**config.mk**
```make
export PLATFORM = sky130hd
export DESIGN_NAME = fpwm_mc
export DESIGN_NICKNAME = d
export VERILOG_FILES = /design/src/rtl/fpwm_mc.sv
export SDC_FILE = /design/constraint.sdc
export NUM_CORES = 1
export LEC_CHECK = 0
export BUFFER_PORTS_ARGS = -buffer_cell sky130_fd_sc_hd__buf_4
export CORE_MARGIN = 10
export CORE_UTILIZATION = 50
export CTS_CLUSTER_SIZE = 12
export DETAILED_ROUTE_END_ITERATION = 6
export GPL_TIMING_DRIVEN = 0
export PLACE_DENSITY_LB_ADDON = 0.25
export SKIP_LAST_GASP = 1
export SYNTH_ARGS = -nofsm -noshare
export SYNTH_HDL_FRONTEND = slang
export SYNTH_SLANG_ARGS = --single-unit
```
**constraint.sdc**
```tcl
create_clock -name i_Clk -period 4.29 [get_ports i_Clk]
set_clock_uncertainty 0.2 [all_clocks]
set_input_delay 0.429 -clock i_Clk [delete_from_list [all_inputs] [get_ports i_Clk]]
set_output_delay 0.429 -clock i_Clk [all_outputs]
set_load 0.05 [all_outputs]
```
**src/rtl/fpwm_mc.sv**
```systemverilog
// fpwm_mc: multi-channel PWM generator programmed over an SPI slave port.
//
// A shared period counter drives CHANNELS set/clear compare pairs. RISE/FALL
// values are written into shadow registers and copied into the active
// compares on the counter wrap, so a compare update never produces a runt
// pulse. Each output has a force override, and o_Sync marks each wrap.
//
// SPI receiver states
//    state  | meaning
//    IDLE   | waiting for SS low (only after SS has been seen high)
//    HDR    | shifting in the 8-bit header (bit7 write, bits 6:0 index)
//    DATA   | shifting WIDTH data bits in (write) / out on MISO (read)
//    DONE   | frame complete; further SCK edges ignored until SS high
//
// Ports
//    i_Clk     system clock, rising edge
//    i_Reset   synchronous active-high reset
//    i_SCK     SPI clock (CPOL=0), asynchronous to i_Clk
//    i_MOSI    SPI data in, MSB first, sampled on SCK falling edge
//    i_SS      SPI select, active low
//    o_MISO    SPI readback data, registered
//    o_Pwm     PWM outputs, registered
//    o_Sync    one-cycle pulse on the counter wrap cycle
//
// Register map: 0 PERIOD, 1 CTRL (bit0 RUN), 2 FORCE_EN, 3 FORCE_VAL,
// 4+2k RISE[k], 5+2k FALL[k]. Unused indices read 0 and ignore writes.

module fpwm_mc #(
   parameter int WIDTH    = 8,
   parameter int CHANNELS = 4
) (
   input  logic                i_Clk,
   input  logic                i_Reset,
   input  logic                i_SCK,
   input  logic                i_MOSI,
   input  logic                i_SS,
   output logic                o_MISO,
   output logic [CHANNELS-1:0] o_Pwm,
   output logic                o_Sync
);

   localparam int CW = 5;

   typedef enum logic [1:0] {
      S_IDLE,
      S_HDR,
      S_DATA,
      S_DONE
   } spi_state_t;

   // ---------------------------------------------------------------------
   // SPI input synchronisers
   // ---------------------------------------------------------------------
   logic r_sck_s1, r_sck_s2, r_sck_h;
   logic r_mosi_s1, r_mosi_s2;
   logic r_ss_s1, r_ss_s2;

   logic w_sck_rise, w_sck_fall, w_mosi;

   assign w_sck_rise = r_sck_s2 & ~r_sck_h;
   assign w_sck_fall = ~r_sck_s2 & r_sck_h;
   assign w_mosi     = r_mosi_s2;

   // ---------------------------------------------------------------------
   // Register file
   // ---------------------------------------------------------------------
   logic [WIDTH-1:0]    r_period;
   logic                r_run;
   logic [CHANNELS-1:0] r_force_en;
   logic [CHANNELS-1:0] r_force_val;
   logic [WIDTH-1:0]    r_rise_sh  [CHANNELS];
   logic [WIDTH-1:0]    r_fall_sh  [CHANNELS];
   logic [WIDTH-1:0]    r_rise_act [CHANNELS];
   logic [WIDTH-1:0]    r_fall_act [CHANNELS];

   // ---------------------------------------------------------------------
   // SPI receiver registers
   // ---------------------------------------------------------------------
   spi_state_t       r_state;
   logic             r_armed;
   logic [CW-1:0]    r_bit_cnt;
   logic [7:0]       r_hdr;
   logic [WIDTH-2:0] r_data;
   logic [WIDTH-2:0] r_tx;

   logic [6:0]       w_rd_idx;
   logic [WIDTH-1:0] w_rd_data;
   logic [WIDTH-1:0] w_data_shift;
   logic             w_wr_en;
   logic [6:0]       w_wr_idx;

   // Index is complete on the 8th header falling edge, before r_hdr holds it.
   assign w_rd_idx     = {r_hdr[5:0], w_mosi};
   assign w_data_shift = {r_data, w_mosi};
   assign w_wr_idx     = r_hdr[6:0];
   assign w_wr_en      = (r_state == S_DATA) && !r_ss_s2 && w_sck_fall &&
                         (r_bit_cnt == CW'(WIDTH - 1)) && r_hdr[7];

   always_comb begin
      w_rd_data = '0;
      if (w_rd_idx == 7'd0) begin
         w_rd_data = r_period;
      end else if (w_rd_idx == 7'd1) begin
         w_rd_data[0] = r_run;
      end else if (w_rd_idx == 7'd2) begin
         w_rd_data[CHANNELS-1:0] = r_force_en;
      end else if (w_rd_idx == 7'd3) begin
         w_rd_data[CHANNELS-1:0] = r_force_val;
      end
      for (int k = 0; k < CHANNELS; k++) begin
         if (w_rd_idx == 7'(4 + 2 * k)) w_rd_data = r_rise_sh[k];
         if (w_rd_idx == 7'(5 + 2 * k)) w_rd_data = r_fall_sh[k];
      end
   end

   always_ff @(posedge i_Clk) begin
      if (i_Reset) begin
         r_period    <= '0;
         r_run       <= 1'b0;
         r_force_en  <= '0;
         r_force_val <= '0;
         for (int k = 0; k < CHANNELS; k++) begin
            r_rise_sh[k] <= '0;
            r_fall_sh[k] <= '0;
         end
      end else if (w_wr_en) begin
         if (w_wr_idx == 7'd0) r_period <= w_data_shift;
         if (w_wr_idx == 7'd1) r_run <= w_data_shift[0];
         if (w_wr_idx == 7'd2) r_force_en <= w_data_shift[CHANNELS-1:0];
         if (w_wr_idx == 7'd3) r_force_val <= w_data_shift[CHANNELS-1:0];
         for (int k = 0; k < CHANNELS; k++) begin
            if (w_wr_idx == 7'(4 + 2 * k)) r_rise_sh[k] <= w_data_shift;
            if (w_wr_idx == 7'(5 + 2 * k)) r_fall_sh[k] <= w_data_shift;
         end
      end
   end

   // ---------------------------------------------------------------------
   // SPI receiver FSM
   // ---------------------------------------------------------------------
   always_ff @(posedge i_Clk) begin
      if (i_Reset) begin
         r_sck_s1  <= 1'b0;
         r_sck_s2  <= 1'b0;
         r_sck_h   <= 1'b0;
         r_mosi_s1 <= 1'b0;
         r_mosi_s2 <= 1'b0;
         r_ss_s1   <= 1'b0;
         r_ss_s2   <= 1'b0;
         r_state   <= S_IDLE;
         r_armed   <= 1'b0;
         r_bit_cnt <= '0;
         r_hdr     <= '0;
         r_data    <= '0;
         r_tx      <= '0;
         o_MISO    <= 1'b0;
      end else begin
         r_sck_s1  <= i_SCK;
         r_sck_s2  <= r_sck_s1;
         r_sck_h   <= r_sck_s2;
         r_mosi_s1 <= i_MOSI;
         r_mosi_s2 <= r_mosi_s1;
         r_ss_s1   <= i_SS;
         r_ss_s2   <= r_ss_s1;

         // A frame may only start after SS has been seen deasserted, so a
         // select held low through reset cannot start mid-frame.
         if (r_ss_s2) r_armed <= 1'b1;

         if (r_ss_s2) begin
            r_state <= S_IDLE;
            o_MISO  <= 1'b0;
         end else begin
            case (r_state)
               S_IDLE: begin
                  if (r_armed) begin
                     r_state   <= S_HDR;
                     r_bit_cnt <= '0;
                  end
               end
               S_HDR: begin
                  if (w_sck_fall) begin
                     r_hdr <= {r_hdr[6:0], w_mosi};
                     if (r_bit_cnt == CW'(7)) begin
                        r_state   <= S_DATA;
                        r_bit_cnt <= '0;
                        r_tx      <= w_rd_data[WIDTH-2:0];
                        o_MISO    <= w_rd_data[WIDTH-1];
                     end else begin
                        r_bit_cnt <= r_bit_cnt + 1'b1;
                     end
                  end
               end
               S_DATA: begin
                  if (w_sck_rise) begin
                     o_MISO <= r_tx[WIDTH-2];
                     r_tx   <= r_tx << 1;
                  end
                  if (w_sck_fall) begin
                     r_data <= w_data_shift[WIDTH-2:0];
                     if (r_bit_cnt == CW'(WIDTH - 1)) begin
                        r_state <= S_DONE;
                        o_MISO  <= 1'b0;
                     end else begin
                        r_bit_cnt <= r_bit_cnt + 1'b1;
                     end
                  end
               end
               default: ;
            endcase
         end
      end
   end

   // ---------------------------------------------------------------------
   // Period counter and PWM channels
   // ---------------------------------------------------------------------
   logic [WIDTH-1:0]    r_count;
   logic [CHANNELS-1:0] r_pwm_state;
   logic [CHANNELS-1:0] w_pwm_nxt;
   logic                w_wrap;

   // ">=" keeps the counter from running past a PERIOD lowered mid-period.
   assign w_wrap = r_run && (r_count >= r_period);

   always_comb begin
      w_pwm_nxt = r_pwm_state;
      for (int k = 0; k < CHANNELS; k++) begin
         if (!r_run) begin
            w_pwm_nxt[k] = 1'b0;
         end else if ((r_fall_act[k] <= r_period) && (r_count == r_fall_act[k])) begin
            w_pwm_nxt[k] = 1'b0;
         end else if ((r_rise_act[k] <= r_period) && (r_count == r_rise_act[k])) begin
            w_pwm_nxt[k] = 1'b1;
         end
      end
   end

   always_ff @(posedge i_Clk) begin
      if (i_Reset) begin
         r_count     <= '0;
         r_pwm_state <= '0;
         o_Pwm       <= '0;
         o_Sync      <= 1'b0;
         for (int k = 0; k < CHANNELS; k++) begin
            r_rise_act[k] <= '0;
            r_fall_act[k] <= '0;
         end
      end else begin
         if (!r_run || w_wrap) begin
            r_count <= '0;
         end else begin
            r_count <= r_count + 1'b1;
         end
         o_Sync <= w_wrap;

         if (!r_run || w_wrap) begin
            for (int k = 0; k < CHANNELS; k++) begin
               r_rise_act[k] <= r_rise_sh[k];
               r_fall_act[k] <= r_fall_sh[k];
            end
         end

         // Output takes the next state directly: one cycle after the match.
         r_pwm_state <= w_pwm_nxt;
         o_Pwm       <= (r_force_en & r_force_val) | (~r_force_en & w_pwm_nxt);
      end
   end

endmodule

```
==> out/results.tsv, run 1 <==
stage	metric	value	unit
pwr	p_comb_frac	0.068	
routing	routed_wl	32.0	mm
pwr	pwr_density_cell	328	nW/um^2
synthesis	synth.top_cells.by_count	edfxtp_1, ha_1, dfxtp_1	
cts	cts_buffers	17	
routing	drtAntennaViolNets	0	
synthesis	async_flop_share	0	
synthesis	synth_nets	1154	
global_route	grt_max_degree	65	
routing	dr.pass1.iters	5	
finish	diodes	0	
global_route	gr-total-overflow	0	
cts	cts_setup_buffers	0	
timing	whs	0.849	ps
synthesis	synth_top_cell_area_share	0.346	
timing	period_share	0.919	
synthesis	ys.flop_type	edfxtp_1	
placed_design	place_hpwl	23.5	mm
placed_design	portBuffers	10	
status	status	completed	
synthesis	synth_cells	1070	
synthesis	ys_ff_latch	200	
pwr	p_leak	4.59	nW
pwr	power.internal	0.00298	W
synthesis	synth-seq-area-share	0.475	
finish	seq_area	5290	sq um
finish	syn_to_final_growth	8.97	%
min_path	hp-class	primary input to flop	
routing	drtIter0Drc	774	
timing	timing.final.crit_period	3940	ps
synthesis	avgSynthCellArea	10.4	sq um
worst_setup_path	end_kind	flop	
timing	fin_tns_setup	0	ps
pwr	pwr-share-seq	0.538	
die	fp.dieW	169	um
flow_run	maxCapViolCount	0	
worst_setup_path	worstPathRequired	4240	ps
global_route	grt_antenna_before_repair	0	
die	coreArea	21800	sq um
finish	nets	1185	
synthesis	synthesis.area	11100	sq um
global_route	grt_pass1_vias	7895	
die	num_rows	54	
timing	finalMaxSlewViolations	0	
cts	cts_tree	done	
cts	clockBufferDepth	2	
worst_setup_path	setup.worst_path.class	flop to flop	
timing	setup_slack	347	ps
pwr	switchingPower	0.000988	W
cts	clk_pin_slew	80	ps
routing	drc	0	
finish	fillerInstances	1905	
routing	num_vias	8312	
routing	via_per_inst	5.96	
cts	htreeDepth	4	
timing	tightest_slew	908	ps
timing	rsz0062_at_grt	false	
placed_design	dp_slack	8.13	ps
global_route	grt_first_pass_wirelength	48.8	mm
die	boundaryPins	11	
worst_setup_path	cp.arrival	3900	ps
cts	cts.sinks	200	
synthesis	synth_most_common_cell	edfxtp_1	
synthesis	synth_edf_count	128	
synthesis	yosys_warnings	0	
finish	drive_above_1_share	0.0727	
timing	hold_viol_final	0	
timing	max_slew_margin	0.394	
cts	clock_latency	440	ps
pwr	switching_share	0.249	
synthesis	yosys.area.top_type	edfxtp_1	
die	die_y	169	um
synthesis	ys_types	64	
worst_setup_path	cp_max_fo	10	
global_route	grt_usage	0.223	
die	die-area	28600	sq um
die	initial_core_util	0.509	
finish	multi_input_area	5460	sq um
cts	clockRootBuffer	clkbuf_16	
timing	setup_viol	0	
pwr	p_clk_frac	0.395	
timing	clock.fmax	254	MHz
pwr	vdd_drop_max	0.284	mV
placed_design	routabilityCongestion	0.988	
synthesis	synth_area_leaders	edfxtp_1, dfxtp_1, ha_1	
worst_setup_path	start_kind	flop	
routing	wl_per_cell	22.9	um
[power by group through the flow]
stage | Combinational (W) | Clock [W] | Sequential, W
after floorplan | 0.000197 | 0 | 0.00216
after global placement | 0.000256 | 0 | 0.00218
after detailed placement | 0.000263 | 0 | 0.00218
after CTS | 0.000266 | 0.00157 | 0.00213
after global routing | 0.000300 | 0.00165 | 0.00214
final | 0.000268 | 0.00157 | 0.00213
[worst max-delay path, stage by stage, from the launching register on]
cell and delay (ps):
dfxtp_1 530, clkbuf_1 610, inv_1 110, ha_1 290, nand2b_1 130, a21o_1 170
a21oi_1 160, o21ai_1 120, a21oi_1 690, clkbuf_1 470, nor3b_1 170
[path summary, 6_finish.rpt]
check	slack (ps)	cells after the start	to	start
min	0.8	2	r_mosi_s1$_SDFF_PP0_	i_MOSI
max reg2reg	350	10	r_fall_act[0][5]$_SDFFCE_PN0P_	r_count[0]$_SDFF_PP0_
max	350	10	r_fall_act[0][5]$_SDFFCE_PN0P_	r_count[0]$_SDFF_PP0_
min reg2reg	240	1	r_mosi_s2$_SDFF_PP0_	r_mosi_s1$_SDFF_PP0_
[layer usage]
metal	up-vias	global-route usage	share of wire
met5	-	0	0
met4	0	0.0792	0.028
met3	58	0.0377	0.067
met2	293	0.350	0.46
met1	4019	0.306	0.45
li1	3942	-	-
[cell usage in the layout (no fill, tap or decap), drive strengths merged, types with 33 or more instances in the layout]
| master | n |
|---|---|
| mux2i | 36 |
| nand3 | 33 |
| xor2 | 45 |
| ha | 79 |
| nand2 | 62 |
| nor3b | 63 |
| nor2 | 66 |
| a21oi | 67 |
| dfxtp | 72 |
| and2 | 58 |
| inv | 44 |
| clkbuf | 65 |
| edfxtp | 128 |
[stage by stage]
step / std cells / power, W / cell area (sq um) / utilization
floorplan: 1070 / 0.00235 / 11100 / -
global placement: 1360 / 0.00243 / 11500 / 0.529
detailed placement: 1360 / 0.00244 / 11500 / 0.529
CTS: 1394 / 0.00397 / 12100 / 0.555
global route: 1394 / 0.00409 / 12100 / 0.555
finish: 1394 / 0.00397 / 12100 / 0.555
[cells by family (layout without fill, tap and decap cells)]
group,Yosys count,count (layout),synth area share
AO/OA/AOI/OAI,184,184,0.103
XOR/XNOR,70,70,0.0551
adder cells (fa/ha/maj),79,79,0.0889
buffers and inverters,94,138,0.0337
flip-flops,200,200,0.475
multiplexers,38,38,0.0344
AND/OR/NAND/NOR,405,405,0.210
[cell type report]
cell class,count,area share
timing repair buffer,12,0.00785
inverter,32,0.00992
clock inverter,13,0.00847
buffer,62,0.0210
clock buffer,19,0.0369
tap,280,0.0289
multi-input combinational,776,0.451
sequential,200,0.436
[what timing repair did]
item / 4_1_cts / 5_1_grt
resized for setup: 1 / 0
endpoints found under the setup margin: 51 / 0
hold buffers: 2 / 0
hold endpoints to repair: 2 / 0
[state kept, by name, summed over array words and instances, names as in the netlist, 2 cells and up]
name,flops
r_period,8
r_force_val,4
r_tx,7
r_state,2
r_pwm_state,4
r_hdr,8
r_bit_cnt,5
o_Pwm,4
r_force_en,4
r_fall_act,32
r_fall_sh,32
r_count,8
r_data,7
r_rise_act,32
r_rise_sh,32
(Power assumes the default switching activity.)
==> run 2: changes to the inputs <==
CORE_ASPECT_RATIO = 1.4   (was default)
==> out/results.tsv, run 2 (same netlist as run 1, synthesis figures left out) <==
stage	metric	value	unit
cts	cts_setup_buffers	0	
worst_setup_path	end_kind	flop	
die	num_rows	64	
finish	syn_to_final_growth	9.81	%
finish	diodes	0	
global_route	gr-total-overflow	0	
placed_design	place_hpwl	23.3	mm
pwr	pwr_density_cell	333	nW/um^2
finish	mostFrequentLayoutCells	edfxtp_1, ha_1, dfxtp_1	
routing	via_per_inst	5.93	
finish	drive_above_1_share	0.0709	
placed_design	placed_cells	1377	
timing	max_slew_margin	0.450	
timing	hold_viol_final	0	
routing	drtIter0Drc	740	
timing	finalMaxSlewViolations	0	
cts	clock_latency	440	ps
global_route	grt_usage	0.214	
pwr	p_leak	4.60	nW
global_route	grt_pass1_vias	8180	
routing	routed_wl	30.9	mm
worst_setup_path	cp.arrival	3880	ps
min_path	min_from	r_sck_s1$_SDFF_PP0_	
finish	fin_area	12200	sq um
die	coreArea	21900	sq um
flow_run	maxCapViolCount	0	
die	die_y	196	um
placed_design	place_area	11600	sq um
timing	clock.fmax	249	MHz
global_route	grt_antenna_before_repair	0	
global_route	grt_max_degree	65	
cts	htreeDepth	4	
finish	final_common_cell	edfxtp_1	
routing	drc	0	
worst_setup_path	worstPathRequired	4150	ps
worst_setup_path	r2r_start	r_count[0]$_SDFF_PP0_	
worst_setup_path	r2r_cells	10	
cts	cts_buffers	17	
timing	period_share	0.937	
routing	wl_per_cell	21.9	um
placed_design	portBuffers	10	
worst_setup_path	r2r_slack	270	ps
pwr	vdd_drop_max	0.308	mV
worst_setup_path	cp_max_fo	64	
die	die-area	28700	sq um
timing	timing.final.crit_period	4020	ps
min_path	hold_path_end	r_sck_s2$_SDFF_PP0_	
min_path	hp-class	flop to flop	
finish	nets	1186	
routing	num_vias	8378	
routing	dr.pass1.iters	7	
cts	clockBufferDepth	2	
worst_setup_path	setup.worst_path.class	flop to flop	
cts	clockRootBuffer	clkbuf_16	
routing	drtAntennaViolNets	0	
cts	clk_pin_slew	70	ps
timing	rsz0062_at_grt	false	
worst_setup_path	start_kind	flop	
timing	tightest_slew	824	ps
finish	stdcell_count	1412	
min_path	min_delay_path_depth	1	
timing	setup_viol	0	
die	initial_core_util	0.509	
cts	cts.sinks	200	
die	fp.dieW	146	um
worst_setup_path	r2r-end	r_rise_act[0][5]$_SDFFCE_PN0P_	
timing	whs	239	ps
global_route	grt_first_pass_wirelength	47.7	mm
cts	cts_tree	done	
status	status	completed	
placed_design	routabilityCongestion	0.981	
die	boundaryPins	11	
run 2: metrics by stage:
step / utilization / TNS (ps) / worst slack, ps / total power [W]
2_1_floorplan: - / 0 / 940 / 0.00235
3_3_place_gp: 0.529 / -191 / -8.44 / 0.00243
3_5_place_dp: 0.529 / -5310 / -90.2 / 0.00244
4_1_cts: 0.558 / 0 / 130 / 0.00407
5_1_grt: 0.558 / 0 / 72.4 / 0.00417
6_report: 0.558 / 0 / 271 / 0.00406
run 2: worst max-delay path by stage:
stage | startpoint | endpoint | slack (ps)
detailed placement | r_count[0]$_SDFF_PP0_ | r_rise_act[1][4]$_SDFFCE_PN0P_ | -90
finish | r_count[0]$_SDFF_PP0_ | r_rise_act[0][5]$_SDFFCE_PN0P_ | 270
global placement | r_count[0]$_SDFF_PP0_ | r_rise_act[1][4]$_SDFFCE_PN0P_ | -8
CTS | r_count[0]$_SDFF_PP0_ | r_fall_act[3][0]$_SDFFCE_PN0P_ | 130
global route | r_count[0]$_SDFF_PP0_ | r_rise_act[0][5]$_SDFFCE_PN0P_ | 70
floorplan | r_count[0]$_SDFF_PP0_ | r_fall_act[0][0]$_SDFFCE_PN0P_ | 940
run 2: metal layers:
layer | GRT usage | routed length [um] | up-vias
li1 | - | - | 3957
met1 | 0.250 | 12500 | 3996
met2 | 0.383 | 15400 | 340
met3 | 0.0316 | 1670 | 85
met4 | 0.0896 | 1280 | 0
met5 | 0 | 0 | -
run 2: layout make-up:
cell class,instances,area (sq um)
Clock inverter,10,144
Multi-Input combinational cell,776,5460
Buffer,62,254
Inverter,32,120
Fill cell,1903,9650
Tap cell,297,372
Clock buffer,22,464
Sequential cell,200,5290
Timing Repair Buffer,13,105
run 2: what timing repair did:
action,in CTS,in global routing
endpoints found under the setup margin,64,10
gates resized for setup,1,1
hold buffers,3,0
hold endpoints to repair,3,0
run 2: worst max-delay path: stages (launching register included):
cell	delay, ps
dfxtp_1	570
clkbuf_1	640
inv_1	100
ha_1	290
nand2b_1	90
a21o_1	110
a21oi_1	70
o21ai_1	230
a21o_1	150
clkbuf_1	380
or2_4	760
run 2: power breakdown:
part | leakage (nW) | switching, W | internal (W)
clock | 0.287 | 0.000706 | 0.000953
sequential | 2.00 | 0.0000433 | 0.00209
combinational | 2.31 | 0.000161 | 0.000109
total | 4.60 | 0.000910 | 0.00315
==> run 3: changes to the inputs <==
ABC_AREA = 1   (was default)
GPL_TIMING_DRIVEN = default   (was 0)
clock period = 3.2 ns   (was 4.29 ns; I/O delays follow)
==> out/results.tsv, run 3 <==
stage	metric	value	unit
synthesis	ys.flop_type	edfxtp_1	
synthesis	synthesis.area	10700	sq um
finish	stdcell_count	1515	
worst_setup_path	worstPathRequired	3270	ps
synthesis	synth_cells	1219	
routing	via_per_inst	5.45	
worst_setup_path	cp_max_fo	13	
timing	timing.final.crit_period	2640	ps
status	status	completed	
global_route	grt_max_degree	65	
placed_design	portBuffers	10	
pwr	p_leak	4.93	nW
die	die_y	193	um
finish	drive_above_1_share	0.0693	
die	fp.dieW	144	um
timing	setup_slack	560	ps
worst_setup_path	critPathCapture	r_fall_sh[3][0]$_SDFFCE_PN0P_	
worst_setup_path	r2r_cells	11	
finish	diodes	0	
worst_setup_path	r2r-end	r_fall_sh[3][0]$_SDFFCE_PN0P_	
finish	multi_input_area	4640	sq um
finish	mostFrequentLayoutCells	nor2_1, inv_1, nand2_1	
worst_setup_path	start_kind	flop	
global_route	grt_first_pass_wirelength	44.0	mm
pwr	vdd_drop_max	0.431	mV
cts	clockRootBuffer	clkbuf_16	
routing	drc	0	
synthesis	synth_area_leaders	edfxtp_1, dfxtp_1, ha_1	
global_route	grt_pass1_vias	8211	
finish	nets	1326	
routing	routed_wl	27.7	mm
die	num_rows	63	
worst_setup_path	r2r_slack	560	ps
timing	tightest_slew	749	ps
die	coreArea	21100	sq um
global_route	met3_usage	0.0360	
die	initial_core_util	0.505	
cts	cts_tree	done	
timing	setup_viol	0	
finish	fillerInstances	1877	
timing	fin_tns_setup	0	ps
synthesis	yosys.area.top_type	edfxtp_1	
min_path	hp-class	primary input to flop	
synthesis	synth_nets	1303	
synthesis	yosys_warnings	0	
synthesis	ys_types	38	
global_route	grt_usage	0.208	
placed_design	placed_cells	1480	
worst_setup_path	setup.worst_path.class	flop to flop	
timing	rsz0062_at_grt	false	
global_route	grtUsageMet2	0.363	
timing	hold_viol_final	0	
finish	syn_to_final_growth	10.6	%
finish	seq_area	5290	sq um
synthesis	synth-seq-area-share	0.495	
synthesis	synth_edf_count	128	
timing	finalMaxSlewViolations	0	
timing	whs	139	ps
global_route	grt_use_met1	0.239	
cts	cts.sinks	200	
cts	clock_latency	440	ps
pwr	pwr_density_cell	497	nW/um^2
timing	period_share	0.825	
finish	final_common_cell	nor2_1	
placed_design	routabilityCongestion	0.915	
synthesis	synth.top_cells.by_count	nor2_1, inv_1, nand2_1	
cts	clockBufferDepth	2	
routing	num_vias	8259	
cts	htreeDepth	4	
synthesis	ys_ff_latch	200	
cts	clk_pin_slew	70	ps
routing	drtAntennaViolNets	0	
synthesis	synth_most_common_cell	nor2_1	
cts	cts_buffers	17	
global_route	grt_antenna_before_repair	0	
placed_design	place_hpwl	21.1	mm
global_route	gr-max-usage-layer	met2	
synthesis	async_flop_share	0	
worst_setup_path	cp.arrival	2710	ps
synthesis	avgSynthCellArea	8.76	sq um
routing	wl_per_cell	18.3	um
die	die-area	27700	sq um
synthesis	synth_top_cell_area_share	0.360	
worst_setup_path	end_kind	flop	
worst_setup_path	startpoint	r_state[0]$_SDFFE_PP0P_	
worst_setup_path	r2r_start	r_state[0]$_SDFFE_PP0P_	
timing	max_slew_margin	0.497	
global_route	gr-total-overflow	0	
routing	dr.pass1.iters	5	
placed_design	dp_slack	576	ps
timing	clock.fmax	379	MHz
flow_run	maxCapViolCount	0	
routing	drtIter0Drc	620	
cts	cts_setup_buffers	0	
die	boundaryPins	11	
-- run 3: changes by cell type in the layout (fill, tap and decap cells not counted), moves of 19 or more --
cell and change:
and2_1 -58, buf_4 +21, clkbuf_1 -47, inv_1 +128
mux2i_1 -35, nand2_1 +85, nand4_1 +19, nor2_1 +188
nor2b_1 -22, nor3b_1 -62, o21ai_0 +21
-- run 3: area by class of cell --
class | instances | share of cell area
flip-flops and latches | 200 | 0.448
repair buffers | 38 | 0.0269
well taps | 260 | 0.0276
clock inverters | 10 | 0.00954
multi-input cells | 817 | 0.393
clock buffers | 22 | 0.0421
inverters | 168 | 0.0534
-- run 3: cells by family (layout without fill, tap and decap cells) --
group,after synthesis,in the layout,share of synthesized area
adder cells (fa/ha/maj),79,79,0.0926
buffers and inverters,202,238,0.0719
multiplexers,1,1,0.000937
flip-flops,200,200,0.495
AO/OA/AOI/OAI,170,170,0.0880
XOR/XNOR,59,59,0.0484
AND/OR/NAND/NOR,508,508,0.203
-- run 3: per-layer routing --
metal / vias up / wire [um]
li1: 4100 / -
met1: 3844 / 11200
met2: 242 / 13900
met3: 73 / 1220
met4: 0 / 1440
met5: - / 0
-- run 3: timing repair --
| action | 4_1_cts | 5_1_grt |
|---|---|---|
| hold buffers | 3 | 0 |
| endpoints found under the hold margin | 3 | 0 |
| resized for setup | 0 | 0 |
-- run 3: worst min path at each step --
stage | startpoint | to | slack (ps) | cells past startpoint
after floorplan | r_mosi_s1$_SDFF_PP0_ | r_mosi_s2$_SDFF_PP0_ | 190 | 2
after global placement | r_ss_s1$_SDFF_PP0_ | r_ss_s2$_SDFF_PP0_ | 190 | 2
after detailed placement | r_ss_s1$_SDFF_PP0_ | r_ss_s2$_SDFF_PP0_ | 200 | 2
after CTS | i_Reset | r_sck_s1$_SDFF_PP0_ | 130 | 2
after global routing | i_Reset | r_armed$_SDFFE_PP0P_ | 150 | 2
final | i_Reset | r_sck_s1$_SDFF_PP0_ | 140 | 2
-- run 3: metrics by stage --
stage / util / total power (W) / cell area (sq um)
2_1_floorplan: - / 0.00349 / 10700
3_3_place_gp: 0.529 / 0.00368 / 11200
3_5_place_dp: 0.529 / 0.00370 / 11200
4_1_cts: 0.559 / 0.00589 / 11800
5_1_grt: 0.559 / 0.00612 / 11800
6_report: 0.559 / 0.00587 / 11800
-- run 3: power by group --
part           total, W  switching (W)  internal (W)
combinational  0.000737       0.000497      0.000240
sequential      0.00291      0.0000770       0.00284
clock           0.00222       0.000949       0.00127
-- run 3: worst max-delay path, stage by stage, from the launching register on --
cell and delay (ps):
dfxtp_1 350, inv_1 90, ha_1 320, inv_2 200
nor3_4 220, inv_2 80, nor3_2 90, buf_4 180
nand2_1 70, nor3_1 190, nand2_1 240, nor2_1 230
